## config.mk

```make
export PLATFORM = sky130hd
export DESIGN_NAME = sipo_block_loader
export DESIGN_NICKNAME = d
export VERILOG_FILES = /design/src/rtl/sipo_pkg.sv /design/src/rtl/sipo_shift_core.sv /design/src/rtl/sipo_block_loader.sv
export SDC_FILE = /design/constraint.sdc
export NUM_CORES = 1
export LEC_CHECK = 0
export BUFFER_PORTS_ARGS = -buffer_cell sky130_fd_sc_hd__buf_2
export CAP_MARGIN = 20
export CELL_PAD_IN_SITES_DETAIL_PLACEMENT = 1
export CELL_PAD_IN_SITES_GLOBAL_PLACEMENT = 1
export CORE_ASPECT_RATIO = 1.2
export CORE_UTILIZATION = 36
export CTS_CLUSTER_DIAMETER = 30
export DETAILED_ROUTE_END_ITERATION = 6
export PLACE_DENSITY_LB_ADDON = 0.1
export SLEW_MARGIN = 0
export SYNTH_ARGS = -nofsm -noshare
export SYNTH_HDL_FRONTEND = slang
export SYNTH_SLANG_ARGS = --single-unit
```

## constraint.sdc

```tcl
create_clock -name clk -period 1.95 [get_ports clk]
set_input_delay 0.0975 -clock clk [delete_from_list [all_inputs] [get_ports clk]]
set_output_delay 0.0975 -clock clk [all_outputs]
set_load 0.01 [all_outputs]
```

## src/rtl/sipo_pkg.sv

```systemverilog
// ---------------------------------------------------------------------------
// sipo_pkg
// Shared types and elaboration-time helpers for the serial-to-parallel block
// loader (sipo_block_loader / sipo_shift_core).
//   state_e         : loader FSM states. FILL collects beats. HOLD presents the
//                     block in the single-buffer build. FULL means a complete
//                     block is waiting in the shift register while the output
//                     register is still occupied (double-buffer build).
//   beats_f         : number of IN_W-bit beats per DATA_W-bit block.
//   in_w_legal_f    : beat width is one of 1, 2, 4, 8, 16, 32.
//   params_legal_f  : full parameter legality check used by the top level.
// ---------------------------------------------------------------------------
package sipo_pkg;

  typedef enum logic [1:0] {
    FILL = 2'd0,
    HOLD = 2'd1,
    FULL = 2'd2
  } state_e;

  function automatic int beats_f(input int data_w, input int in_w);
    return data_w / in_w;
  endfunction

  function automatic bit in_w_legal_f(input int in_w);
    return (in_w == 1) || (in_w == 2) || (in_w == 4) ||
           (in_w == 8) || (in_w == 16) || (in_w == 32);
  endfunction

  // A block needs at least two beats so that the beat counter has a non-zero
  // width and the shift slices stay well formed.
  function automatic bit params_legal_f(input int data_w, input int in_w);
    return in_w_legal_f(in_w) && (data_w % in_w == 0) &&
           (beats_f(data_w, in_w) >= 2);
  endfunction

endpackage

```

## src/rtl/sipo_shift_core.sv

```systemverilog
// ---------------------------------------------------------------------------
// sipo_shift_core
// Shift register plus beat counter for the block loader. This block has no
// handshake logic. The parent decides when a beat is accepted.
//   Build option: SIPO_DOUBLE_BUF_EN adds the shreg_nxt output. shreg_nxt
//   carries the value the shift register takes at the coming edge, so the
//   parent can capture a block in the same cycle as its last beat.
// Ports:
//   clk, reset   : rising-edge clock, synchronous active-high reset
//   accept       : shift in_data in and advance the beat counter
//   clear        : zero the beat counter; shift register contents are kept
//   in_data      : IN_W-bit beat
//   shreg        : current shift register contents
//   shreg_nxt    : (double-buffer build only) next shift register value
//   beat_cnt     : beats accepted into the current partial block
//   last         : the counter sits at BEATS-1, so an accept completes a block
// ---------------------------------------------------------------------------
module sipo_shift_core
  import sipo_pkg::*;
#(
  parameter int DATA_W    = 128,
  parameter int IN_W      = 1,
  parameter bit MSB_FIRST = 1'b0
) (
  input  logic                             clk,
  input  logic                             reset,
  input  logic                             accept,
  input  logic                             clear,
  input  logic [IN_W-1:0]                  in_data,
  output logic [DATA_W-1:0]                shreg,
`ifdef SIPO_DOUBLE_BUF_EN
  output logic [DATA_W-1:0]                shreg_nxt,
`endif
  output logic [$clog2(DATA_W/IN_W)-1:0]   beat_cnt,
  output logic                             last
);

  localparam int BEATS = beats_f(DATA_W, IN_W);
  localparam int CNT_W = $clog2(BEATS);

  logic [DATA_W-1:0] shreg_q, shreg_d, shifted;
  logic [CNT_W-1:0]  cnt_q, cnt_d;

  // LSB-first enters beats at the top, so the first beat ends up at bit 0.
  // MSB-first enters at the bottom, so the first beat ends up at the top.
  assign shifted = MSB_FIRST ? {shreg_q[DATA_W-IN_W-1:0], in_data}
                             : {in_data, shreg_q[DATA_W-1:IN_W]};

  assign last = (cnt_q == CNT_W'(BEATS - 1));

  // NOTE: every signal gets its hold value before any branch. A path that
  // leaves a signal unassigned in always_comb infers a latch.
  always_comb begin
    shreg_d = shreg_q;
    cnt_d   = cnt_q;
    if (clear) begin
      cnt_d = '0;
    end else if (accept) begin
      shreg_d = shifted;
      cnt_d   = last ? '0 : cnt_q + CNT_W'(1);
    end
  end

  // NOTE: the datapath register is reset as well as the control state. In the
  // single-buffer build out_data is this register, and out_data must read 0
  // after reset.
  always_ff @(posedge clk) begin
    // NOTE: state updates use non-blocking assignments, so every flop samples
    // pre-edge values regardless of statement order.
    if (reset) begin
      shreg_q <= '0;
      cnt_q   <= '0;
    end else begin
      shreg_q <= shreg_d;
      cnt_q   <= cnt_d;
    end
  end

  assign shreg    = shreg_q;
  assign beat_cnt = cnt_q;
`ifdef SIPO_DOUBLE_BUF_EN
  assign shreg_nxt = shreg_d;
`endif

endmodule

```

## src/rtl/sipo_block_loader.sv

```systemverilog
// ---------------------------------------------------------------------------
// sipo_block_loader
// Serial-to-parallel block loader for the AES datapath. It collects
// DATA_W/IN_W beats of IN_W bits into one DATA_W-bit block and presents the
// block on a valid/ready interface.
//   Build option: SIPO_DOUBLE_BUF_EN adds an output register behind the shift
//   register, so a new block can fill while the previous one waits.
//   Without it, out_data is the shift register itself (FILL/HOLD machine).
// Parameters: DATA_W (block width), IN_W (beat width), MSB_FIRST (bit order).
// Ports:
//   clk, reset           : rising-edge clock, synchronous active-high reset
//   clear                : synchronous abort; drops partial and held blocks
//   in_valid/in_data     : serial beat input; in_ready is the accept signal
//   out_valid/out_data   : assembled block; out_ready takes it
//   beat_cnt             : beats accepted into the current partial block
// in_ready and out_valid come from registered state only.
// ---------------------------------------------------------------------------
module sipo_block_loader
  import sipo_pkg::*;
#(
  parameter int DATA_W    = 128,
  parameter int IN_W      = 1,
  parameter bit MSB_FIRST = 1'b0
) (
  input  logic                             clk,
  input  logic                             reset,
  input  logic                             clear,
  input  logic                             in_valid,
  input  logic [IN_W-1:0]                  in_data,
  output logic                             in_ready,
  output logic                             out_valid,
  output logic [DATA_W-1:0]                out_data,
  input  logic                             out_ready,
  output logic [$clog2(DATA_W/IN_W)-1:0]   beat_cnt
);

  if (!params_legal_f(DATA_W, IN_W)) begin : g_bad_params
    $error("sipo_block_loader: IN_W must be 1/2/4/8/16/32 and divide DATA_W into at least two beats");
  end

  state_e            state_q, state_d;
  logic              accept, deliver, last;
  logic [DATA_W-1:0] shreg;

  // clear outranks the handshake. A beat or block offered in a clear cycle is
  // not taken.
  assign accept  = in_valid  && in_ready  && !clear;
  assign deliver = out_valid && out_ready && !clear;

`ifdef SIPO_DOUBLE_BUF_EN
  logic [DATA_W-1:0] shreg_nxt;
`endif

  sipo_shift_core #(
    .DATA_W    (DATA_W),
    .IN_W      (IN_W),
    .MSB_FIRST (MSB_FIRST)
  ) u_core (
    .clk       (clk),
    .reset     (reset),
    .accept    (accept),
    .clear     (clear),
    .in_data   (in_data),
    .shreg     (shreg),
`ifdef SIPO_DOUBLE_BUF_EN
    .shreg_nxt (shreg_nxt),
`endif
    .beat_cnt  (beat_cnt),
    .last      (last)
  );

  assign in_ready = (state_q == FILL);

`ifdef SIPO_DOUBLE_BUF_EN

  logic [DATA_W-1:0] out_q, out_d;
  logic              out_valid_q, out_valid_d;

  // shreg_nxt already includes a beat accepted this cycle. Capturing it lets
  // the last beat and the transfer share one edge, so there is no bubble.
  // In FULL no beat is accepted, so shreg_nxt equals the waiting block.
  always_comb begin
    state_d     = state_q;
    out_d       = out_q;
    out_valid_d = out_valid_q;
    if (clear) begin
      state_d     = FILL;
      out_valid_d = 1'b0;
    end else begin
      case (state_q)
        FILL: begin
          if (deliver) out_valid_d = 1'b0;
          if (accept && last) begin
            if (!out_valid_q || out_ready) begin
              out_d       = shreg_nxt;
              out_valid_d = 1'b1;
            end else begin
              state_d = FULL;
            end
          end
        end
        FULL: begin
          // The output register is refilled in the cycle its block leaves,
          // so out_valid stays high.
          if (deliver) begin
            out_d   = shreg_nxt;
            state_d = FILL;
          end
        end
        default: state_d = FILL;
      endcase
    end
  end

  always_ff @(posedge clk) begin
    if (reset) begin
      out_q       <= '0;
      out_valid_q <= 1'b0;
    end else begin
      out_q       <= out_d;
      out_valid_q <= out_valid_d;
    end
  end

  assign out_valid = out_valid_q;
  assign out_data  = out_q;

`else

  always_comb begin
    state_d = state_q;
    if (clear) begin
      state_d = FILL;
    end else begin
      case (state_q)
        FILL:    if (accept && last) state_d = HOLD;
        HOLD:    if (deliver)        state_d = FILL;
        default:                     state_d = FILL;
      endcase
    end
  end

  assign out_valid = (state_q == HOLD);
  assign out_data  = shreg;

`endif

  always_ff @(posedge clk) begin
    if (reset) state_q <= FILL;
    else       state_q <= state_d;
  end

endmodule
```

==> insert_results.sql, run 1 <==
INSERT INTO impl_metrics (metric_group, metric, value, unit) VALUES
('outcome', 'run_status', 'complete, no violations', ''),
('floorplanning', 'die_height', '128', 'µm'),
('clock_tree', 'path_clk_slew', '0.06', 'ns'),
('placed_design', 'hpwlAfterDp', '8090', 'µm'),
('setup_path', 'cp.arrival', '2.01', 'ns'),
('detailed_routing', 'detailroute.via_count', '4417', ''),
('timing', 'grt_setup_unrepaired', 'false', ''),
('floorplanning', 'die_area', '0.0137', 'mm²'),
('timing', 'finalSetupTns', '0', 'ns'),
('setup_path', 'worst_setup_path_endpoint', 'u_core.beat_cnt[6]', ''),
('layout', 'fillCellCount', '1592', ''),
('logic_synthesis', 'synthesis.yosys.warnings', '0', ''),
('setup_path', 'worst_r2r_path_depth', '4', ''),
('layout', 'post_route_cells_drive_above_1_share', '0.243', ''),
('setup_path', 'critical_setup_path_class', 'register to register', ''),
('floorplanning', 'placement_rows', '45', ''),
('power', 'leakagePower', '2.51', 'nW'),
('timing', 'final_period_minus_worst_setup_slack', '1.74', 'ns'),
('setup_path', 'worst-endpoint-required', '2.23', 'ns'),
('floorplanning', 'io_pins', '143', ''),
('setup_path', 'worst_setup_path_end_kind', 'register', ''),
('timing', 'tightestPinTransition', '0.587', 'ns'),
('detailed_routing', 'drc', '0', ''),
('layout', 'final_design_area_no_fill', '0.00622', 'mm²'),
('setup_path', 'crit_path_max_fanout', '7', ''),
('placed_design', 'postPlaceCellArea', '0.00557', 'mm²'),
('job', 'drv.max_cap_violation_count', '0', ''),
('detailed_routing', 'wirelength', '12600', 'µm'),
('setup_path', 'timing.rr.end', 'u_core.beat_cnt[6]', ''),
('logic_synthesis', 'avgSynthCellArea', '7.88', 'µm²'),
('power', 'power.density', '1020', 'mW/mm²'),
('global_routing', 'antenna_violations_before_repair', '0', ''),
('logic_synthesis', 'number_of_register_bits_inferred_by_synthesis', '136', ''),
('logic_synthesis', 'synth_cell_types', '26', ''),
('clock_tree', 'clock_sinks', '136', ''),
('clock_tree', 'htree_num_levels', '4', ''),
('setup_path', 'r2r_start', 'u_core.beat_cnt[0]', ''),
('global_routing', 'grt_start_max_net_pins', '98', ''),
('timing', 'fmaxAchievable', '576', 'MHz'),
('hold_path', 'worst_hold_path_type', 'primary input to register', ''),
('global_routing', 'global_route.overflow_total', '0', ''),
('logic_synthesis', 'post_synth_inst_count', '604', ''),
('placed_design', 'finalWeightedCongestion', '0.739', ''),
('setup_path', 'timing.critical_path.from', 'u_core.beat_cnt[0]', ''),
('clock_tree', 'cts_resized', '0', ''),
('timing', 'clock-skew-final', '0.00873', 'ns'),
('timing', 'timing.max_slew.rel_slack', '0.608', ''),
('detailed_routing', 'route.antenna.remaining_nets', '0', ''),
('layout', 'num_antenna_cells', '0', ''),
('detailed_routing', 'routedWlPerCell', '13.9', 'µm'),
('timing', 'layout_worst_path_cycle_share', '0.890', ''),
('clock_tree', 'cts_root_buf', 'sky130_fd_sc_hd__clkbuf_16', ''),
('global_routing', 'track_usage', '0.191', ''),
('clock_tree', 'clk_path_buf_depth', '2', ''),
('setup_path', 'r2r_setup_slack', '0.21', 'ns'),
('timing', 'setup_viol', '0', ''),
('timing', 'hold_ws', '0.0670', 'ns'),
('layout', 'nets', '734', ''),
('placed_design', 'buffers_added_on_ports', '142', ''),
('floorplanning', 'initial_core_util', '0.372', ''),
('power', 'max_ir_drop_vdd', '392', 'µV'),
('logic_synthesis', 'synth_nets', '611', ''),
('detailed_routing', 'route.detailed.vias_per_inst', '4.89', ''),
('logic_synthesis', 'yosysSeqAreaShare', '0.572', ''),
('clock_tree', 'clock_tree_from_tritoncts', 'yes', ''),
('global_routing', 'first_global_vias', '4390', ''),
('logic_synthesis', 'mappedNetlistArea', '0.00476', 'mm²'),
('setup_path', 'critPathLaunchType', 'register', ''),
('floorplanning', 'die-width', '107', 'µm'),
('layout', 'finish.utilization', '0.486', ''),
('layout', 'mostFrequentLayoutCells', 'sky130_fd_sc_hd__nand2_1 (263), sky130_fd_sc_hd__buf_2 (141), sky130_fd_sc_hd__dfxtp_1 (136)', ''),
('global_routing', 'global_route_wire_length_before_repair', '20900', 'µm'),
('clock_tree', 'clock_latency_of_the_later_clocked_register_in_the_worst_skew_pair', '0.41', 'ns'),
('layout', 'flow.area_growth_from_synthesis', '30.6', '%'),
('timing', 'final_hold_viol_count', '0', ''),
('timing', 'finalMaxSlewViolations', '0', ''),
('floorplanning', 'core_box_area', '0.0128', 'mm²'),
('clock_tree', 'cts_buf_count', '17', ''),
('detailed_routing', 'first_iter_violations', '174', ''),
('detailed_routing', 'dr.pass1.iters', '4', ''),
('layout', 'mostFrequentLayoutCell', 'sky130_fd_sc_hd__nand2_1', '');
[how the worst min path moves through the flow]
stage               startpoint  slack, ns  depth (start not counted)           endpoint
finish               out_ready       0.07                          4         state_q[0]
global route         out_ready       0.11                          4         state_q[0]
CTS                  out_ready       0.05                          4         state_q[0]
detailed placement     in_data       0.35                          3  u_core.shreg[127]
global placement       in_data       0.34                          3  u_core.shreg[127]
floorplan              in_data       0.23                          2  u_core.shreg[127]
[critical path: stages (launching register included)]
cell	delay, ns
sky130_fd_sc_hd__dfxtp_1	0.43
sky130_fd_sc_hd__ha_1	0.20
sky130_fd_sc_hd__or4bb_1	0.49
sky130_fd_sc_hd__o311ai_0	0.36
sky130_fd_sc_hd__o41ai_1	0.13
[synthesized netlist by cell type, drive strengths merged]
master	n	area share
o311ai	1	0.0018
or3b	1	0.0018
inv	4	0.0032
o41ai	1	0.0018
o41a	1	0.0024
nand2	263	0.21
a31oi	1	0.0013
or3	1	0.0013
nand2b	1	0.0013
buf	19	0.020
nand3	1	0.0011
ha	1	0.0026
clkbuf	25	0.020
or4bb	1	0.0024
or4	1	0.0016
nor3b	1	0.0026
o21ai	3	0.0032
a41oi	1	0.0018
nor2	3	0.0024
dfxtp	136	0.57
nand4	2	0.0026
xor2	1	0.0018
or2	1	0.0013
a21oi	131	0.14
a311oi	1	0.0018
o211ai	2	0.0032
[power breakdown]
part | total (mW) | internal (mW) | switching, mW
clock network | 3.40 | 2.21 | 1.19
logic | 0.168 | 0.0300 | 0.138
registers | 2.78 | 2.78 | 0.00242
[flip-flops by register name (all words and copies together) (netlist names)]
signal	cells
state_q	1
u_core.beat_cnt	7
u_core.shreg	128
[cells by family after synthesis]
| kind of cell | count (synthesis) | synth area share |
|---|---|---|
| buffers and inverters | 48 | 0.0428 |
| AOI/OAI and AO/OA | 142 | 0.155 |
| adders and majority gates | 1 | 0.00263 |
| xor gates and xnor gates | 1 | 0.00184 |
| DFF | 136 | 0.572 |
| and+or+nand+nor | 276 | 0.226 |
[area by class of cell]
| class | instances | area (µm²) | share of cell area |
|---|---|---|---|
| flip-flops and latches | 136 | 2720 | 0.438 |
| multi-input cells | 420 | 1840 | 0.296 |
| repair buffers | 148 | 798 | 0.128 |
| clock buffers | 21 | 460 | 0.0741 |
| well taps | 164 | 205 | 0.0330 |
| clock inverters | 11 | 171 | 0.0276 |
| inverters | 4 | 15.0 | 0.00242 |
[metal layers]
layer  global-route usage  routed length, µm  vias up
met2                0.321               6150      107
met3               0.0580                625       15
li1                     -                  -     2204
met1                0.233               5630     2091
met4               0.0637                164        0
met5                    0                  0        -
[through the flow]
step | setup WS [ns] | std cells | total power, mW
after floorplan | 0.298 | 604 | 2.96
after global placement | 0.274 | 871 | 3.01
after detailed placement | 0.210 | 871 | 3.01
after CTS | 0.206 | 904 | 6.44
after global routing | 0.0298 | 904 | 6.57
final | 0.215 | 904 | 6.35
[timing repair]
action	4_1_cts	5_1_grt
hold buffers	1	0
endpoints found under the hold margin	1	0
setup endpoints to repair	0	0
buffers inserted	0	0
(Power assumes the default switching activity.)
==> inputs of run 2 (changes only) <==
CELL_PAD_IN_SITES_DETAIL_PLACEMENT = 2   (was 1)
CELL_PAD_IN_SITES_GLOBAL_PLACEMENT = 2   (was 1)
CORE_UTILIZATION = 28   (was 36)
SETUP_SLACK_MARGIN = 0.4   (was unset)
TNS_END_PERCENT = 5   (was unset)
==> run 2 against run 1 <==
Against the previous run: cell area is 3.5% higher; critical endpoint is now u_core.beat_cnt[4]; die area is 28% higher; clock skew is 0.0010 ns lower; register-to-register slack better by 0.14 ns; via count up 2.9%; utilization decreased by 9.4 points.
==> insert_results.sql, run 2 (synthesis gave the netlist of run 1 again) <==
INSERT INTO impl_metrics (metric_group, metric, value, unit) VALUES
('outcome', 'run_status', 'complete, no violations', ''),
('floorplanning', 'die-width', '121', 'µm'),
('global_routing', 'met1_usage', '0.204', ''),
('setup_path', 'worst_setup_path_end_kind', 'register', ''),
('detailed_routing', 'drc', '0', ''),
('global_routing', 'groute.layer.met3.usage', '0.0494', ''),
('setup_path', 'critPathLaunchType', 'register', ''),
('clock_tree', 'clock_sinks', '136', ''),
('global_routing', 'antenna_violations_before_repair', '0', ''),
('global_routing', 'first_global_vias', '4556', ''),
('layout', 'nets', '740', ''),
('floorplanning', 'io_pins', '143', ''),
('clock_tree', 'cts_buf_count', '17', ''),
('layout', 'mostFrequentLayoutCells', 'sky130_fd_sc_hd__nand2_1 (263), sky130_fd_sc_hd__buf_2 (141), sky130_fd_sc_hd__dfxtp_1 (134)', ''),
('placed_design', 'buffers_added_on_ports', '142', ''),
('layout', 'instances_no_fill', '958', ''),
('timing', 'grt_setup_unrepaired', 'true', ''),
('timing', 'fmaxAchievable', '627', 'MHz'),
('global_routing', 'global_route.overflow_total', '0', ''),
('layout', 'fillCellCount', '1876', ''),
('layout', 'flow.area_growth_from_synthesis', '35.1', '%'),
('power', 'power.density', '1020', 'mW/mm²'),
('timing', 'clock-skew-final', '0.00772', 'ns'),
('timing', 'finalSetupTns', '0', 'ns'),
('clock_tree', 'cts_root_buf', 'sky130_fd_sc_hd__clkbuf_16', ''),
('detailed_routing', 'first_iter_violations', '174', ''),
('job', 'drv.max_cap_violation_count', '0', ''),
('layout', 'post_route_cells_drive_above_1_share', '0.261', ''),
('timing', 'hold_ws', '0.0837', 'ns'),
('global_routing', 'global_route.peak_usage_layer', 'met2', ''),
('setup_path', 'timing.critical_path.from', 'u_core.beat_cnt[1]', ''),
('setup_path', 'cp.arrival', '1.95', 'ns'),
('clock_tree', 'clk_path_buf_depth', '2', ''),
('setup_path', 'crit_path_max_fanout', '5', ''),
('detailed_routing', 'route.detailed.vias_per_inst', '4.74', ''),
('floorplanning', 'die_height', '145', 'µm'),
('clock_tree', 'clock_latency_of_the_later_clocked_register_in_the_worst_skew_pair', '0.41', 'ns'),
('hold_path', 'min_path_cells', '4', ''),
('layout', 'area_of_all_sequential_standard_cells', '0.00273', 'mm²'),
('placed_design', 'postPlaceCellArea', '0.00565', 'mm²'),
('floorplanning', 'core_box_area', '0.0164', 'mm²'),
('layout', 'mostFrequentLayoutCell', 'sky130_fd_sc_hd__nand2_1', ''),
('placed_design', 'hpwlAfterDp', '9550', 'µm'),
('timing', 'finalMaxSlewViolations', '0', ''),
('setup_path', 'worst-endpoint-required', '2.30', 'ns'),
('detailed_routing', 'wirelength', '15100', 'µm'),
('clock_tree', 'path_clk_slew', '0.06', 'ns'),
('placed_design', 'finalWeightedCongestion', '0.687', ''),
('global_routing', 'track_usage', '0.175', ''),
('setup_path', 'worst_r2r_path_depth', '4', ''),
('global_routing', 'use_met2', '0.307', ''),
('detailed_routing', 'routedWlPerCell', '15.8', 'µm'),
('power', 'max_ir_drop_vdd', '504', 'µV'),
('detailed_routing', 'detailroute.via_count', '4544', ''),
('floorplanning', 'initial_core_util', '0.290', ''),
('power', 'leakagePower', '2.57', 'nW'),
('timing', 'layout_worst_path_cycle_share', '0.818', ''),
('layout', 'multi_input_comb_area', '0.00189', 'mm²'),
('floorplanning', 'placement_rows', '51', ''),
('floorplanning', 'die_area', '0.0175', 'mm²'),
('layout', 'final_design_area_no_fill', '0.00643', 'mm²'),
('setup_path', 'r2r_start', 'u_core.beat_cnt[1]', ''),
('timing', 'final_hold_viol_count', '0', ''),
('timing', 'timing.max_slew.rel_slack', '0.695', ''),
('setup_path', 'critical_setup_path_class', 'register to register', ''),
('hold_path', 'worst_hold_startpoint', 'out_ready', ''),
('placed_design', 'number_of_cells_in_the_design_after_placement', '921', ''),
('detailed_routing', 'route.antenna.remaining_nets', '0', ''),
('global_routing', 'global_route_wire_length_before_repair', '23800', 'µm'),
('layout', 'num_antenna_cells', '0', ''),
('hold_path', 'worst_hold_path_type', 'primary input to register', ''),
('timing', 'setup_viol', '0', ''),
('detailed_routing', 'dr.pass1.iters', '4', ''),
('clock_tree', 'clock_tree_from_tritoncts', 'yes', ''),
('clock_tree', 'htree_num_levels', '4', ''),
('timing', 'tightestPinTransition', '0.457', 'ns'),
('layout', 'max_ffs_per_register', '128', ''),
('global_routing', 'grt_start_max_net_pins', '75', ''),
('timing', 'final_period_minus_worst_setup_slack', '1.60', 'ns');
run 2: cell count changes in the layout (fill, tap and decap cells not counted), sizes merged:
| cell | change |
|---|---|
| buf | +6 |
| bufinv | +1 |
| clkinvlp | -1 |
run 2: area by class of cell:
cell class,count,area share
Clock buffer,21,0.0731
Tap cell,212,0.0412
Timing Repair Buffer,154,0.135
Multi-Input combinational cell,420,0.294
Clock inverter,11,0.0301
Sequential cell,136,0.424
Inverter,4,0.00233
run 2: report_power, final:
group / switching [mW] / internal (mW)
logic: 0.150 / 0.0401
registers: 0.00211 / 2.78
clock network: 1.23 / 2.37
total: 1.38 / 5.19
run 2: through the flow:
step	setup WS [ns]	power, mW	utilization
final	0.354	6.57	0.392
after global routing	0.329	6.79	0.392
after floorplan	0.404	2.97	-
after detailed placement	0.217	3.03	0.345
after CTS	0.348	6.65	0.388
after global placement	0.346	3.02	0.345
run 2: what timing repair did:
item | in CTS | in global routing
setup endpoints to repair | 133 | 70
resized for setup | 8 | 9
pin swaps | 0 | 5
endpoints found under the hold margin | 1 | 0
setup buffers | 2 | 2
hold buffers | 1 | 0
run 2: worst paths after layout:
path	to	slack (ns)
hold / removal	state_q[0]	0.08
setup / recovery	u_core.beat_cnt[4]	0.35
hold reg to reg	u_core.shreg[0]	0.46
setup reg to reg	u_core.beat_cnt[4]	0.35
run 2: worst max-delay path, stage by stage, from the launching register on:
cell	delay, ns
sky130_fd_sc_hd__dfxtp_4	0.36
sky130_fd_sc_hd__ha_4	0.13
sky130_fd_sc_hd__or4bb_4	0.52
sky130_fd_sc_hd__or3_4	0.40
sky130_fd_sc_hd__a21oi_2	0.12
run 2: metal layers:
layer | wire length, µm | up-vias | part of all wire
met2 | 7630 | 95 | 0.51
li1 | - | 2215 | -
met5 | 0 | - | 0
met1 | 6620 | 2219 | 0.44
met3 | 669 | 15 | 0.044
met4 | 161 | 0 | 0.011
==> inputs of run 3 (changes only) <==
CORE_UTILIZATION = 25   (was 28)
clock period = 1.42 ns   (was 1.95 ns; I/O delays follow)
==> run 3 against run 2 <==
Against the previous run: the run now ends with negative setup slack left; die area up 12%; routed wire length increased by 5.3%; clock skew is 0.0029 ns higher; power is 34% higher; count of clock-buffer cells in the layout decreased by 2; combinational power is 110% higher; setup slack worse by 0.46 ns; critical path depth is the same.
==> insert_results.sql, run 3 (synthesis gave the netlist of run 1 again) <==
INSERT INTO impl_metrics (metric_group, metric, value, unit) VALUES
('outcome', 'run_status', 'finished, violations left', ''),
('outcome', 'failed_checks', 'negative setup slack', ''),
('detailed_routing', 'dr.pass1.iters', '4', ''),
('floorplanning', 'core_box_area', '0.0184', 'mm²'),
('detailed_routing', 'detailroute.via_count', '4701', ''),
('power', 'power.density', '1230', 'mW/mm²'),
('detailed_routing', 'routed.top_layer', 'met4', ''),
('timing', 'layout_worst_path_cycle_share', '1.07', ''),
('setup_path', 'worst-endpoint-required', '1.77', 'ns'),
('detailed_routing', 'wirelength', '15900', 'µm'),
('floorplanning', 'placement_rows', '54', ''),
('floorplanning', 'die_height', '153', 'µm'),
('setup_path', 'timing.rr.end', 'u_core.beat_cnt[4]', ''),
('layout', 'mostFrequentLayoutCell', 'sky130_fd_sc_hd__nand2_1', ''),
('layout', 'mostFrequentLayoutCells', 'sky130_fd_sc_hd__nand2_1 (223), sky130_fd_sc_hd__buf_2 (125), sky130_fd_sc_hd__a21oi_1 (94)', ''),
('layout', 'fillCellCount', '2089', ''),
('clock_tree', 'clock_latency_of_the_later_clocked_register_in_the_worst_skew_pair', '0.42', 'ns'),
('timing', 'setup_ws_post_layout', '-0.105', 'ns'),
('timing', 'final_period_minus_worst_setup_slack', '1.53', 'ns'),
('clock_tree', 'clock_sinks', '136', ''),
('power', 'seq_power_share', '0.431', ''),
('global_routing', 'global_route.overflow_total', '0', ''),
('power', 'leakagePower', '2.87', 'nW'),
('timing', 'hold_ws', '0.0776', 'ns'),
('setup_path', 'crit_path_max_fanout', '4', ''),
('global_routing', 'global_route_wire_length_before_repair', '25100', 'µm'),
('detailed_routing', 'met2WireLength', '8030', 'µm'),
('global_routing', 'antenna_violations_before_repair', '0', ''),
('global_routing', 'track_usage', '0.162', ''),
('layout', 'nets', '756', ''),
('detailed_routing', 'drc', '0', ''),
('power', 'power.net_switching', '1.95', 'mW'),
('detailed_routing', 'route.detailed.vias_per_inst', '4.64', ''),
('floorplanning', 'die_area', '0.0196', 'mm²'),
('clock_tree', 'cts_root_buf', 'sky130_fd_sc_hd__clkbuf_16', ''),
('placed_design', 'buffers_added_on_ports', '142', ''),
('hold_path', 'worst_hold_path_type', 'primary input to register', ''),
('floorplanning', 'initial_core_util', '0.258', ''),
('detailed_routing', 'detailroute.wirelength.met3', '643', 'µm'),
('hold_path', 'min_path_cells', '4', ''),
('setup_path', 'r2r_start', 'u_core.beat_cnt[0]', ''),
('placed_design', 'finalWeightedCongestion', '0.696', ''),
('timing', 'timing.max_slew.rel_slack', '0.640', ''),
('clock_tree', 'cts_buf_count', '17', ''),
('job', 'drv.max_cap_violation_count', '0', ''),
('detailed_routing', 'routedWlPerCell', '15.7', 'µm'),
('timing', 'fmaxAchievable', '656', 'MHz'),
('setup_path', 'worst_setup_path_end_kind', 'register', ''),
('hold_path', 'min_to', 'state_q[0]', ''),
('setup_path', 'critical_setup_path_class', 'register to register', ''),
('timing', 'finalSetupTns', '-0.326', 'ns'),
('detailed_routing', 'first_iter_violations', '185', ''),
('power', 'portion_of_total_power_attributed_to_the_clock_network', '0.523', ''),
('clock_tree', 'clk_path_buf_depth', '2', ''),
('clock_tree', 'clock_tree_from_tritoncts', 'yes', ''),
('hold_path', 'worst_hold_startpoint', 'out_ready', ''),
('floorplanning', 'io_pins', '143', ''),
('layout', 'flow.area_growth_from_synthesis', '51.2', '%'),
('power', 'comb_power_share', '0.046', ''),
('timing', 'finalMaxSlewViolations', '0', ''),
('timing', 'tightestPinTransition', '0.540', 'ns'),
('placed_design', 'hpwlAfterDp', '9840', 'µm'),
('setup_path', 'r2r_setup_slack', '-0.11', 'ns'),
('setup_path', 'worst_r2r_path_depth', '4', ''),
('setup_path', 'critPathLaunchType', 'register', ''),
('floorplanning', 'die-width', '128', 'µm'),
('timing', 'final_hold_viol_count', '0', ''),
('clock_tree', 'htree_num_levels', '4', ''),
('global_routing', 'grt_start_max_net_pins', '86', ''),
('placed_design', 'dp_worst_setup_slack', '-0.105', 'ns'),
('layout', 'post_route_cells_drive_above_1_share', '0.454', ''),
('power', 'power.internal', '6.88', 'mW'),
('timing', 'grt_setup_unrepaired', 'true', ''),
('setup_path', 'cp.arrival', '1.87', 'ns'),
('clock_tree', 'path_clk_slew', '0.06', 'ns'),
('detailed_routing', 'wl_met1', '6950', 'µm'),
('global_routing', 'first_global_vias', '4891', ''),
('layout', 'num_antenna_cells', '0', ''),
('timing', 'setup_viol', '4', ''),
('timing', 'clock-skew-final', '0.0106', 'ns'),
('power', 'max_ir_drop_vdd', '788', 'µV'),
('detailed_routing', 'route.antenna.remaining_nets', '0', ''),
('layout', 'max_ffs_per_register', '128', ''),
('power', 'sw_share', '0.221', '');
run 3: worst max path at each step:
stage,to,cells past startpoint,startpoint,slack [ns]
5_1_grt,u_core.beat_cnt[4],4,u_core.beat_cnt[0],-0.15
3_5_place_dp,u_core.beat_cnt[6],4,u_core.beat_cnt[0],-0.10
4_1_cts,u_core.beat_cnt[4],4,u_core.beat_cnt[0],-0.1
2_1_floorplan,u_core.beat_cnt[5],4,state_q[0],-0.06
6_report,u_core.beat_cnt[4],4,u_core.beat_cnt[0],-0.11
3_3_place_gp,u_core.beat_cnt[4],4,u_core.beat_cnt[0],-0.03
run 3: timing repair:
action,4_1_cts,5_1_grt
pin swaps,77,23
hold buffers,2,0
endpoints found under the setup margin,160,228
gates resized for setup,80,104
gates cloned,4,3
endpoints found under the hold margin,2,0
setup buffers,3,1
run 3: area by class of cell:
class,count,area (µm²),share of cell area
multi-input cells,420,2180,0.303
inverters,4,15.0,0.00209
flip-flops and latches,136,2810,0.391
clock inverters,13,179,0.0248
clock buffers,19,433,0.0601
well taps,252,315,0.0438
repair buffers,170,1260,0.176
run 3: layer usage:
metal | GRT usage | vias to the layer above
met5 | 0 | -
met4 | 0.0627 | 0
met3 | 0.0371 | 16
met2 | 0.285 | 94
met1 | 0.190 | 2339
li1 | - | 2252
run 3: worst max-delay path: stages, from the launching register on:
cell and delay (ns):
sky130_fd_sc_hd__dfxtp_4 0.36, sky130_fd_sc_hd__ha_4 0.13, sky130_fd_sc_hd__or4bb_4 0.50, sky130_fd_sc_hd__or3_4 0.36
sky130_fd_sc_hd__a21oi_2 0.12
run 3: power by group through the flow:
stage | Clock, mW | Combinational (mW) | Sequential [mW]
CTS | 4.76 | 0.369 | 3.81
global placement | 0 | 0.281 | 3.90
detailed placement | 0 | 0.286 | 3.90
global route | 4.92 | 0.438 | 3.81
floorplan | 0 | 0.168 | 3.90
finish | 4.62 | 0.404 | 3.81
run 3: through the flow:
stage | utilization | power, mW | area, µm² | instances
after detailed placement | 0.316 | 4.19 | 5840 | 969
after CTS | 0.371 | 8.95 | 6850 | 1010
after global placement | 0.316 | 4.18 | 5840 | 969
final | 0.390 | 8.83 | 7200 | 1014
after global routing | 0.390 | 9.16 | 7200 | 1014
after floorplan | - | 4.07 | 4800 | 604
